==> config.mk <==
export PLATFORM = sky130hd
export DESIGN_NAME = idu_pipe
export DESIGN_NICKNAME = d
export VERILOG_FILES = /design/src/rtl/idu_pkg.sv /design/src/rtl/idu_decode.sv /design/src/rtl/idu_pipe.sv
export SDC_FILE = /design/constraint.sdc
export NUM_CORES = 1
export LEC_CHECK = 0
export CORE_MARGIN = 2
export CORE_UTILIZATION = 35
export CTS_BUF_LIST = sky130_fd_sc_hd__clkbuf_16
export DETAILED_ROUTE_END_ITERATION = 10
export GPL_ROUTABILITY_DRIVEN = 0
export PLACE_DENSITY = 0.71
export SLEW_MARGIN = 20
export SYNTH_ARGS = -nofsm -noshare
export SYNTH_HDL_FRONTEND = slang
export SYNTH_HIERARCHICAL = 1
export SYNTH_SLANG_ARGS = --single-unit
==> constraint.sdc <==
create_clock -name clk -period 4 [get_ports clk]
set_clock_uncertainty 0.15 [all_clocks]
set_input_delay 0.4 -clock clk [delete_from_list [all_inputs] [get_ports clk]]
set_output_delay 0.4 -clock clk [all_outputs]
set_load 0.03 [all_outputs]
==> src/rtl/idu_pkg.sv <==
// rtl/idu_pkg.sv - opcode constants, control encodings and decoded bundle type for the decode stage
package idu_pkg;

  localparam logic [6:0] OPC_LUI      = 7'b0110111;
  localparam logic [6:0] OPC_AUIPC    = 7'b0010111;
  localparam logic [6:0] OPC_JAL      = 7'b1101111;
  localparam logic [6:0] OPC_JALR     = 7'b1100111;
  localparam logic [6:0] OPC_BRANCH   = 7'b1100011;
  localparam logic [6:0] OPC_LOAD     = 7'b0000011;
  localparam logic [6:0] OPC_STORE    = 7'b0100011;
  localparam logic [6:0] OPC_OP_IMM   = 7'b0010011;
  localparam logic [6:0] OPC_OP       = 7'b0110011;
  localparam logic [6:0] OPC_OP_IMM32 = 7'b0011011;
  localparam logic [6:0] OPC_OP32     = 7'b0111011;
  localparam logic [6:0] OPC_SYSTEM   = 7'b1110011;

  localparam logic [31:0] INST_EBREAK = 32'h0010_0073;
  localparam logic [6:0]  FUNCT7_ALT  = 7'b0100000;

  typedef enum logic [2:0] {
    EXT_I = 3'd0,
    EXT_S = 3'd1,
    EXT_B = 3'd2,
    EXT_U = 3'd3,
    EXT_J = 3'd4
  } ext_type_e;

  typedef enum logic [1:0] {
    RW_NONE = 2'd0,
    RW_ALU  = 2'd1,
    RW_MEM  = 2'd2,
    RW_PC4  = 2'd3
  } reg_write_e;

  typedef enum logic [1:0] {
    PC_NEXT   = 2'd0,
    PC_BRANCH = 2'd1,
    PC_JAL    = 2'd2,
    PC_JALR   = 2'd3
  } pc_src_e;

  typedef enum logic [3:0] {
    ALU_ADD    = 4'd0,
    ALU_SUB    = 4'd1,
    ALU_SLL    = 4'd2,
    ALU_SLT    = 4'd3,
    ALU_SLTU   = 4'd4,
    ALU_XOR    = 4'd5,
    ALU_SRL    = 4'd6,
    ALU_SRA    = 4'd7,
    ALU_OR     = 4'd8,
    ALU_AND    = 4'd9,
    ALU_PASS_B = 4'd10
  } alu_ctrl_e;

  typedef enum logic {
    ST_RUN  = 1'b0,
    ST_HALT = 1'b1
  } state_e;

  typedef struct packed {
    logic [4:0] rd;
    logic [4:0] rs1;
    logic [4:0] rs2;
    ext_type_e  ext_type;
    logic       alu_src;
    reg_write_e reg_write;
    pc_src_e    pc_src;
    alu_ctrl_e  alu_ctrl;
    logic       mem_read;
    logic       mem_write;
    logic       rs2_valid;
    logic       word;
    logic       ebreak;
    logic       illegal;
  } idu_bundle_t;

  // alt selects SUB over ADD and SRA over SRL
  function automatic alu_ctrl_e alu_from_funct3(input logic [2:0] funct3, input logic alt);
    alu_ctrl_e op;
    case (funct3)
      3'b000:  op = alt ? ALU_SUB : ALU_ADD;
      3'b001:  op = ALU_SLL;
      3'b010:  op = ALU_SLT;
      3'b011:  op = ALU_SLTU;
      3'b100:  op = ALU_XOR;
      3'b101:  op = alt ? ALU_SRA : ALU_SRL;
      3'b110:  op = ALU_OR;
      default: op = ALU_AND;
    endcase
    return op;
  endfunction

endpackage

==> src/rtl/idu_decode.sv <==
// rtl/idu_decode.sv - combinational RV32I/RV64I decoder producing the EXU control bundle
module idu_decode
  import idu_pkg::*;
#(
  parameter int XLEN = 32
) (
  input  logic [31:0]  inst,
  output idu_bundle_t  bundle
);

  localparam bit RV64 = (XLEN == 64);

  logic [6:0] opcode;
  logic [2:0] funct3;
  logic [6:0] funct7;
  logic [5:0] funct6;
  logic       f7_zero;
  logic       f7_alt;
  logic       ok;
  idu_bundle_t d;

  assign opcode  = inst[6:0];
  assign funct3  = inst[14:12];
  assign funct7  = inst[31:25];
  assign funct6  = inst[31:26];
  assign f7_zero = (funct7 == 7'd0);
  assign f7_alt  = (funct7 == FUNCT7_ALT);

  always_comb begin
    d     = '0;
    d.rd  = inst[11:7];
    d.rs1 = inst[19:15];
    d.rs2 = inst[24:20];
    ok    = 1'b0;
    case (opcode)
      OPC_LUI: begin
        ok = 1'b1; d.ext_type = EXT_U; d.reg_write = RW_ALU; d.alu_ctrl = ALU_PASS_B;
      end
      OPC_AUIPC: begin
        ok = 1'b1; d.ext_type = EXT_U; d.alu_src = 1'b1; d.reg_write = RW_ALU;
      end
      OPC_JAL: begin
        ok = 1'b1; d.ext_type = EXT_J; d.alu_src = 1'b1; d.reg_write = RW_PC4; d.pc_src = PC_JAL;
      end
      OPC_JALR: begin
        ok = (funct3 == 3'b000); d.reg_write = RW_PC4; d.pc_src = PC_JALR;
      end
      OPC_BRANCH: begin
        ok = !(funct3 inside {3'b010, 3'b011});
        d.ext_type = EXT_B; d.alu_src = 1'b1; d.pc_src = PC_BRANCH; d.rs2_valid = 1'b1;
      end
      OPC_LOAD: begin
        ok = (funct3 inside {3'b000, 3'b001, 3'b010, 3'b100, 3'b101})
             || (RV64 && (funct3 inside {3'b011, 3'b110}));
        d.reg_write = RW_MEM; d.mem_read = 1'b1;
      end
      OPC_STORE: begin
        ok = (funct3 inside {3'b000, 3'b001, 3'b010}) || (RV64 && funct3 == 3'b011);
        d.ext_type = EXT_S; d.mem_write = 1'b1; d.rs2_valid = 1'b1;
      end
      OPC_OP_IMM: begin
        d.reg_write = RW_ALU;
        d.alu_ctrl  = alu_from_funct3(funct3, (funct3 == 3'b101) && inst[30]);
        // RV32 shamt is 5 bits, so inst[25] must stay clear; RV64 takes it as shamt[5]
        case (funct3)
          3'b001:  ok = RV64 ? (funct6 == 6'd0) : f7_zero;
          3'b101:  ok = RV64 ? (funct6 == 6'd0 || funct6 == FUNCT7_ALT[6:1]) : (f7_zero || f7_alt);
          default: ok = 1'b1;
        endcase
      end
      OPC_OP: begin
        ok = f7_zero || (f7_alt && (funct3 inside {3'b000, 3'b101}));
        d.reg_write = RW_ALU; d.rs2_valid = 1'b1;
        d.alu_ctrl  = alu_from_funct3(funct3, funct7[5]);
      end
      OPC_OP_IMM32: begin
        if (RV64) begin
          ok = (funct3 == 3'b000) || (funct3 == 3'b001 && f7_zero)
               || (funct3 == 3'b101 && (f7_zero || f7_alt));
          d.reg_write = RW_ALU; d.word = 1'b1;
          d.alu_ctrl  = alu_from_funct3(funct3, (funct3 == 3'b101) && inst[30]);
        end
      end
      OPC_OP32: begin
        if (RV64) begin
          ok = ((funct3 inside {3'b000, 3'b101}) && (f7_zero || f7_alt))
               || (funct3 == 3'b001 && f7_zero);
          d.reg_write = RW_ALU; d.word = 1'b1; d.rs2_valid = 1'b1;
          d.alu_ctrl  = alu_from_funct3(funct3, funct7[5]);
        end
      end
      OPC_SYSTEM: begin
        ok       = (inst == INST_EBREAK);
        d.ebreak = ok;
      end
      default: ok = 1'b0;
    endcase
    if (!ok) begin
      d         = '0;
      d.rd      = inst[11:7];
      d.rs1     = inst[19:15];
      d.rs2     = inst[24:20];
      d.illegal = 1'b1;
    end
  end

  assign bundle = d;

endmodule

==> src/rtl/idu_pipe.sv <==
// rtl/idu_pipe.sv - registered decode stage with skid buffer and RUN/HALT trap state
module idu_pipe
  import idu_pkg::*;
#(
  parameter int XLEN = 32,
  parameter int PC_W = 32
) (
  input  logic            clk,
  input  logic            rst,
  input  logic            in_valid,
  output logic            in_ready,
  input  logic [31:0]     in_inst,
  input  logic [PC_W-1:0] in_pc,
  input  logic            flush,
  output logic            out_valid,
  input  logic            out_ready,
  output logic [PC_W-1:0] out_pc,
  output logic [4:0]      out_rd,
  output logic [4:0]      out_rs1,
  output logic [4:0]      out_rs2,
  output logic [2:0]      out_ext_type,
  output logic            out_alu_src,
  output logic [1:0]      out_reg_write,
  output logic [1:0]      out_pc_src,
  output logic [3:0]      out_alu_ctrl,
  output logic            out_mem_read,
  output logic            out_mem_write,
  output logic            out_rs2_valid,
  output logic            out_word,
  output logic            out_ebreak,
  output logic            out_illegal,
  output logic            halted
);

  idu_bundle_t     dec;
  idu_bundle_t     main_q;
  idu_bundle_t     skid_q;
  logic [PC_W-1:0] main_pc;
  logic [PC_W-1:0] skid_pc;
  logic            main_valid;
  logic            skid_valid;
  logic            take;
  logic            consume;
  logic            trap;
  state_e          state;
  state_e          state_next;

  idu_decode #(.XLEN(XLEN)) u_decode (
    .inst   (in_inst),
    .bundle (dec)
  );

  assign in_ready = (state == ST_RUN) && !skid_valid;
  // an instruction offered during flush is dropped, so it neither enters nor traps
  assign take     = in_valid && in_ready && !flush;
  assign consume  = main_valid && out_ready;
  assign trap     = take && (dec.ebreak || dec.illegal);

  always_ff @(posedge clk or posedge rst) begin
    if (rst) state <= ST_RUN;
    else     state <= state_next;
  end

  always_comb begin
    state_next = state;
    case (state)
      ST_RUN:  if (trap) state_next = ST_HALT;
      ST_HALT: state_next = ST_HALT;
      default: state_next = ST_RUN;
    endcase
  end

  // skid is only ever filled while main is held, so skid_valid implies main_valid
  always_ff @(posedge clk or posedge rst) begin
    if (rst) begin
      main_valid <= 1'b0;
      skid_valid <= 1'b0;
      main_q     <= '0;
      main_pc    <= '0;
      skid_q     <= '0;
      skid_pc    <= '0;
    end else if (flush) begin
      main_valid <= 1'b0;
      skid_valid <= 1'b0;
    end else if (!main_valid || consume) begin
      if (skid_valid) begin
        main_q     <= skid_q;
        main_pc    <= skid_pc;
        main_valid <= 1'b1;
        skid_valid <= 1'b0;
      end else if (take) begin
        main_q     <= dec;
        main_pc    <= in_pc;
        main_valid <= 1'b1;
      end else begin
        main_valid <= 1'b0;
      end
    end else if (take) begin
      skid_q     <= dec;
      skid_pc    <= in_pc;
      skid_valid <= 1'b1;
    end
  end

  assign out_valid     = main_valid;
  assign out_pc        = main_pc;
  assign out_rd        = main_q.rd;
  assign out_rs1       = main_q.rs1;
  assign out_rs2       = main_q.rs2;
  assign out_ext_type  = main_q.ext_type;
  assign out_alu_src   = main_q.alu_src;
  assign out_reg_write = main_q.reg_write;
  assign out_pc_src    = main_q.pc_src;
  assign out_alu_ctrl  = main_q.alu_ctrl;
  assign out_mem_read  = main_q.mem_read;
  assign out_mem_write = main_q.mem_write;
  assign out_rs2_valid = main_q.rs2_valid;
  assign out_word      = main_q.word;
  assign out_ebreak    = main_q.ebreak;
  assign out_illegal   = main_q.illegal;
  assign halted        = (state == ST_HALT);

endmodule

Word level (Yosys, flattened, before mapping). Cells that the tools add are included.

Register bits after elaboration: 133. Output and inout bits: 68. Logic and storage cells: 117.

Equality and inequality tests: 18. Muxes and demuxes: 31. Bitwise logic cells: 3. Reductions and logical operators: 32.

Operators by type and width (number): 2-to-1 mux 33 bit (2); 2-to-1 mux 32 bit (2); case mux 4 bit (7 select lines) (2); == test 32 x 21 -> 1 bit (second input constant) (1); == test 7 x 6 -> 1 bit (second input constant) (4); == test 7 bit (second input constant) (4); 2-to-1 mux 18 bit (1); 2-to-1 mux 1 bit (17); == test 7 x 5 -> 1 bit (second input constant) (2); case mux 2 bit (3 select lines) (2); case mux 3 bit (4 select lines) (1); case mux 4 bit (3 select lines) (1); == test 3 bit (second input constant) (3); OR reduction 3 bit (3); case mux 1 bit (8 select lines) (1); nonzero test 2 bit (4); == test 7 x 2 -> 1 bit (second input constant) (1); logical AND 1 bit (7); logical NOT 7 bit (1); == test 3 x 2 -> 1 bit (second input constant) (2); AND reduction 3 bit (2); nonzero test 3 bit (2); nonzero test 5 bit (1); logical NOT 1 bit (4); 7 further kinds (14).

Depth between registers and ports, before layout.
Depth in word-level cells: 10. Mapped depth: 8. Mapped depth without buffers: 7.

Cells and area by module. Netlist, hierarchy kept.

By module, submodules not included: idu_pipe (times used 1, cells an instance 365, area each 6139.6 sq um, seq. area each 3328.2 sq um); idu_decode (times used 1, cells an instance 94, area each 629.4 sq um, seq. area each 0.0 sq um).

Worst setup path after synthesis. No wires, ideal clock.

Kind: input port to flip-flop. Start: in in_inst[14]. End: reg main_q (netlist bit out_reg_write[0]). Library setup time: 0.127 ns. Arrival: 2.178 ns. Setup slack: 1.545 ns. Cell stages on the path: 8. Path buffers: 1. Path through: buf_2 nand2b_1 a22oi_1 o221ai_2 a211oi_1 a21oi_1 mux2_2 mux2_1.

RTL lines: from (decl) (RTL line idu_pipe.sv:12) `input logic [31:0] in_inst,`; to (signal assigned) (RTL line idu_pipe.sv:87) `main_q <= skid_q;`; to (decl) (RTL line idu_pipe.sv:36) `idu_bundle_t main_q;`.

==> metrics.yaml <==
ir_drop_mv: 0.2709
total_power_mw: 3.290
ctsResizeCount: 0
fmax_mhz: 326.2
grt.total_usage: 0.1532
place_hpwl_um: 9882
hold_buffers: 0
rsz0062_at_grt: "false"
cts-root-buf: "clkbuf_16"
drc: 0
ys_top_cells_by_area: "dfrtp_1 49%, mux2_4 17%, mux2_2 12%, mux2_1 7.0%, buf_6 2.2%"
gr-total-overflow: 0
die_w_um: 143.1
first_iter_violations: 270
viasPerCell: 4.905
dieArea_um2: 20470
period_needed_ns: 3.066
grt_max_degree: 76
ys_types: 46
hold_violations: 0
antenna_found_initial: 0
r2r_slack_ns: 1.76
cts_tree: "done"
critPathCapture: "out_reg_write[0]"
powerDensity_nw_per_um2: 374.1
antenna_left: 0
clk_pin_slew_ns: 0.06
drv_slew: 0
synth_top_area_cell: "dfrtp_1"
vias: 4184
critPathRequiredTime_ns: 4.15
outcome: "finished clean"
cts.sinks: 133
cts_made_buffers: 17
n_antenna_cell: 0
synthArstFlopShare: 1.000
synth_edf_count: 0
final_nets: 649
critPathLaunchType: "primary input"
cap_violations: 0
worst-path-buf-inv: 1
slowest_delay_ns: 0.75
rows: 50
synth_area_um2: 6769
drive_gt1_frac: 0.3457
yosys.area.top_type_share: 0.4917
ys_ff_latch: 133
arrival_ns: 3.21
initial_core_util: 0.3595
worstSetupPathDepth: 8
endpoint_kind: "flop"
min_path_type: "primary input to asynchronous set/reset pin"
htree_levels: 4
wl_per_cell_um: 17.45
path_cells: "clkdlybuf4s50_1, and3b_2, a22oi_1, o221ai_2, a211oi_1, a21oi_1, mux2_2, mux2_1"
drt_wl_total_um: 14880
io_buffers: 136
timing.slew.headroom: 0.3599
synth_cells: 459
cts_setup_buffers: 0
clk_path_buf_depth: 2
reg2reg_from: "skid_valid"
crit_start: "in_inst[4]"
synth_flop_cell: "dfrtp_1"
clk-insertion-delay-late_ns: 0.41
cp_max_fo: 7
yosysSeqAreaShare: 0.4917
p_leak_nw: 4.047
final_common_cell: "clkdlybuf4s50_1"
drtPass1Iterations: 5
area_growth_pct: 29.93
grt_pass1_wl_um: 24340
final_util: 0.4670
grt_pass1_vias: 4628
ios: 137
critPathKind: "primary input to flop"
syn-num-nets: 528
die_h_um: 143.1
reg2reg_to: "skid_q[31]"
yosys_warnings: 6
core-area_um2: 18830
mostFrequentLayoutCells: "136 x clkdlybuf4s50_1, 132 x dfrtp_1, 78 x mux2_4, 75 x mux2_2, 42 x mux2_1"
finalSetupViolCount: 0
fin_setup_tns_ns: 0
slowest_stage: "a211oi_1"
syn_avg_cell_area_um2: 14.75
finalCritPeriodShare: 0.7664
whs_ns: 0.2271
worst_slew_pin_slew_ns: 0.9601
rr_worst_depth: 4
path_delay_family: "compound AO/OA/AOI/OAI gates"
-- sequential cells by signal (all words and copies together), names as in the netlist, 2 cells and up --
register and flops:
out_ext_type 3, out_rs2 5, skid_pc 32, out_rs1 5
out_pc_src 2, out_pc 32, skid_q 33, out_reg_write 2
out_alu_ctrl 4, out_rd 5
-- synthesized netlist by cell type (2+ instances only) --
cell      instances
a211oi_1          3
a21oi_1           7
buf_12            3
buf_2             8
buf_4            16
buf_6            13
dfrtp_1         133
inv_1             5
inv_2             2
mux2_1           42
mux2_2           75
mux2_4           78
mux2i_1           2
nand2_1           7
nand2b_1          3
nand3_1           3
nand4_1           3
nor2_1            9
nor2b_1           5
nor3_1            7
nor4_1            5
o21ai_0           5
o41ai_1           2
-- per-stage QoR --
stage,std cells,instance area [um^2],setup slack (ns)
2_1_floorplan,459,6773,1.545
3_3_place_gp,821,8190,0.7006
3_5_place_dp,821,8190,0.5263
4_1_cts,853,8795,0.9956
5_1_grt,853,8795,0.7740
6_report,853,8795,0.9343
-- worst min path at each step --
| stage | startpoint | endpoint | slack (ns) |
|---|---|---|---|
| 6_report | rst | out_pc[11] | 0.23 |
| 5_1_grt | rst | out_pc[11] | 0.25 |
| 4_1_cts | rst | out_pc[11] | 0.22 |
| 3_5_place_dp | out_pc[31] | out_pc[31] | 0.33 |
| 3_3_place_gp | out_pc_src[0] | out_pc_src[0] | 0.32 |
| 2_1_floorplan | flush | out_valid | 0.31 |
-- report_power, final --
| group | internal [mW] | switching, mW |
|---|---|---|
| Sequential | 1.37 | 0.0147 |
| Combinational | 0.158 | 0.153 |
| Clock | 0.983 | 0.609 |
-- area by class of cell --
class / count / area [um^2]
Sequential cell: 133 / 3332
Timing Repair Buffer: 143 / 1439
Tap cell: 260 / 325.3
Inverter: 7 / 30.03
Multi-Input combinational cell: 278 / 3064
Clock buffer: 17 / 425.4
Clock inverter: 15 / 178.9
Fill cell: 1640 / 10040
-- layer usage --
| metal | up-vias | share of wire | GRT usage |
|---|---|---|---|
| li1 | 1897 | - | - |
| met1 | 2127 | 0.45 | 0.1938 |
| met2 | 139 | 0.48 | 0.2551 |
| met3 | 21 | 0.053 | 0.04292 |
| met4 | 0 | 0.014 | 0.04638 |
| met5 | - | 0 | 0 |
-- kinds of logic after synthesis --
kind of cell	Yosys count	synth area share
AO/OA/AOI/OAI	27	0.02957
XOR/XNOR	1	0.001294
buffers and inverters	48	0.05860
flip-flops	133	0.4917
multiplexers	197	0.3706
other	1	0.0005540
AND/OR/NAND/NOR	52	0.04769
Note: power is estimated with default switching activity, not from simulation.
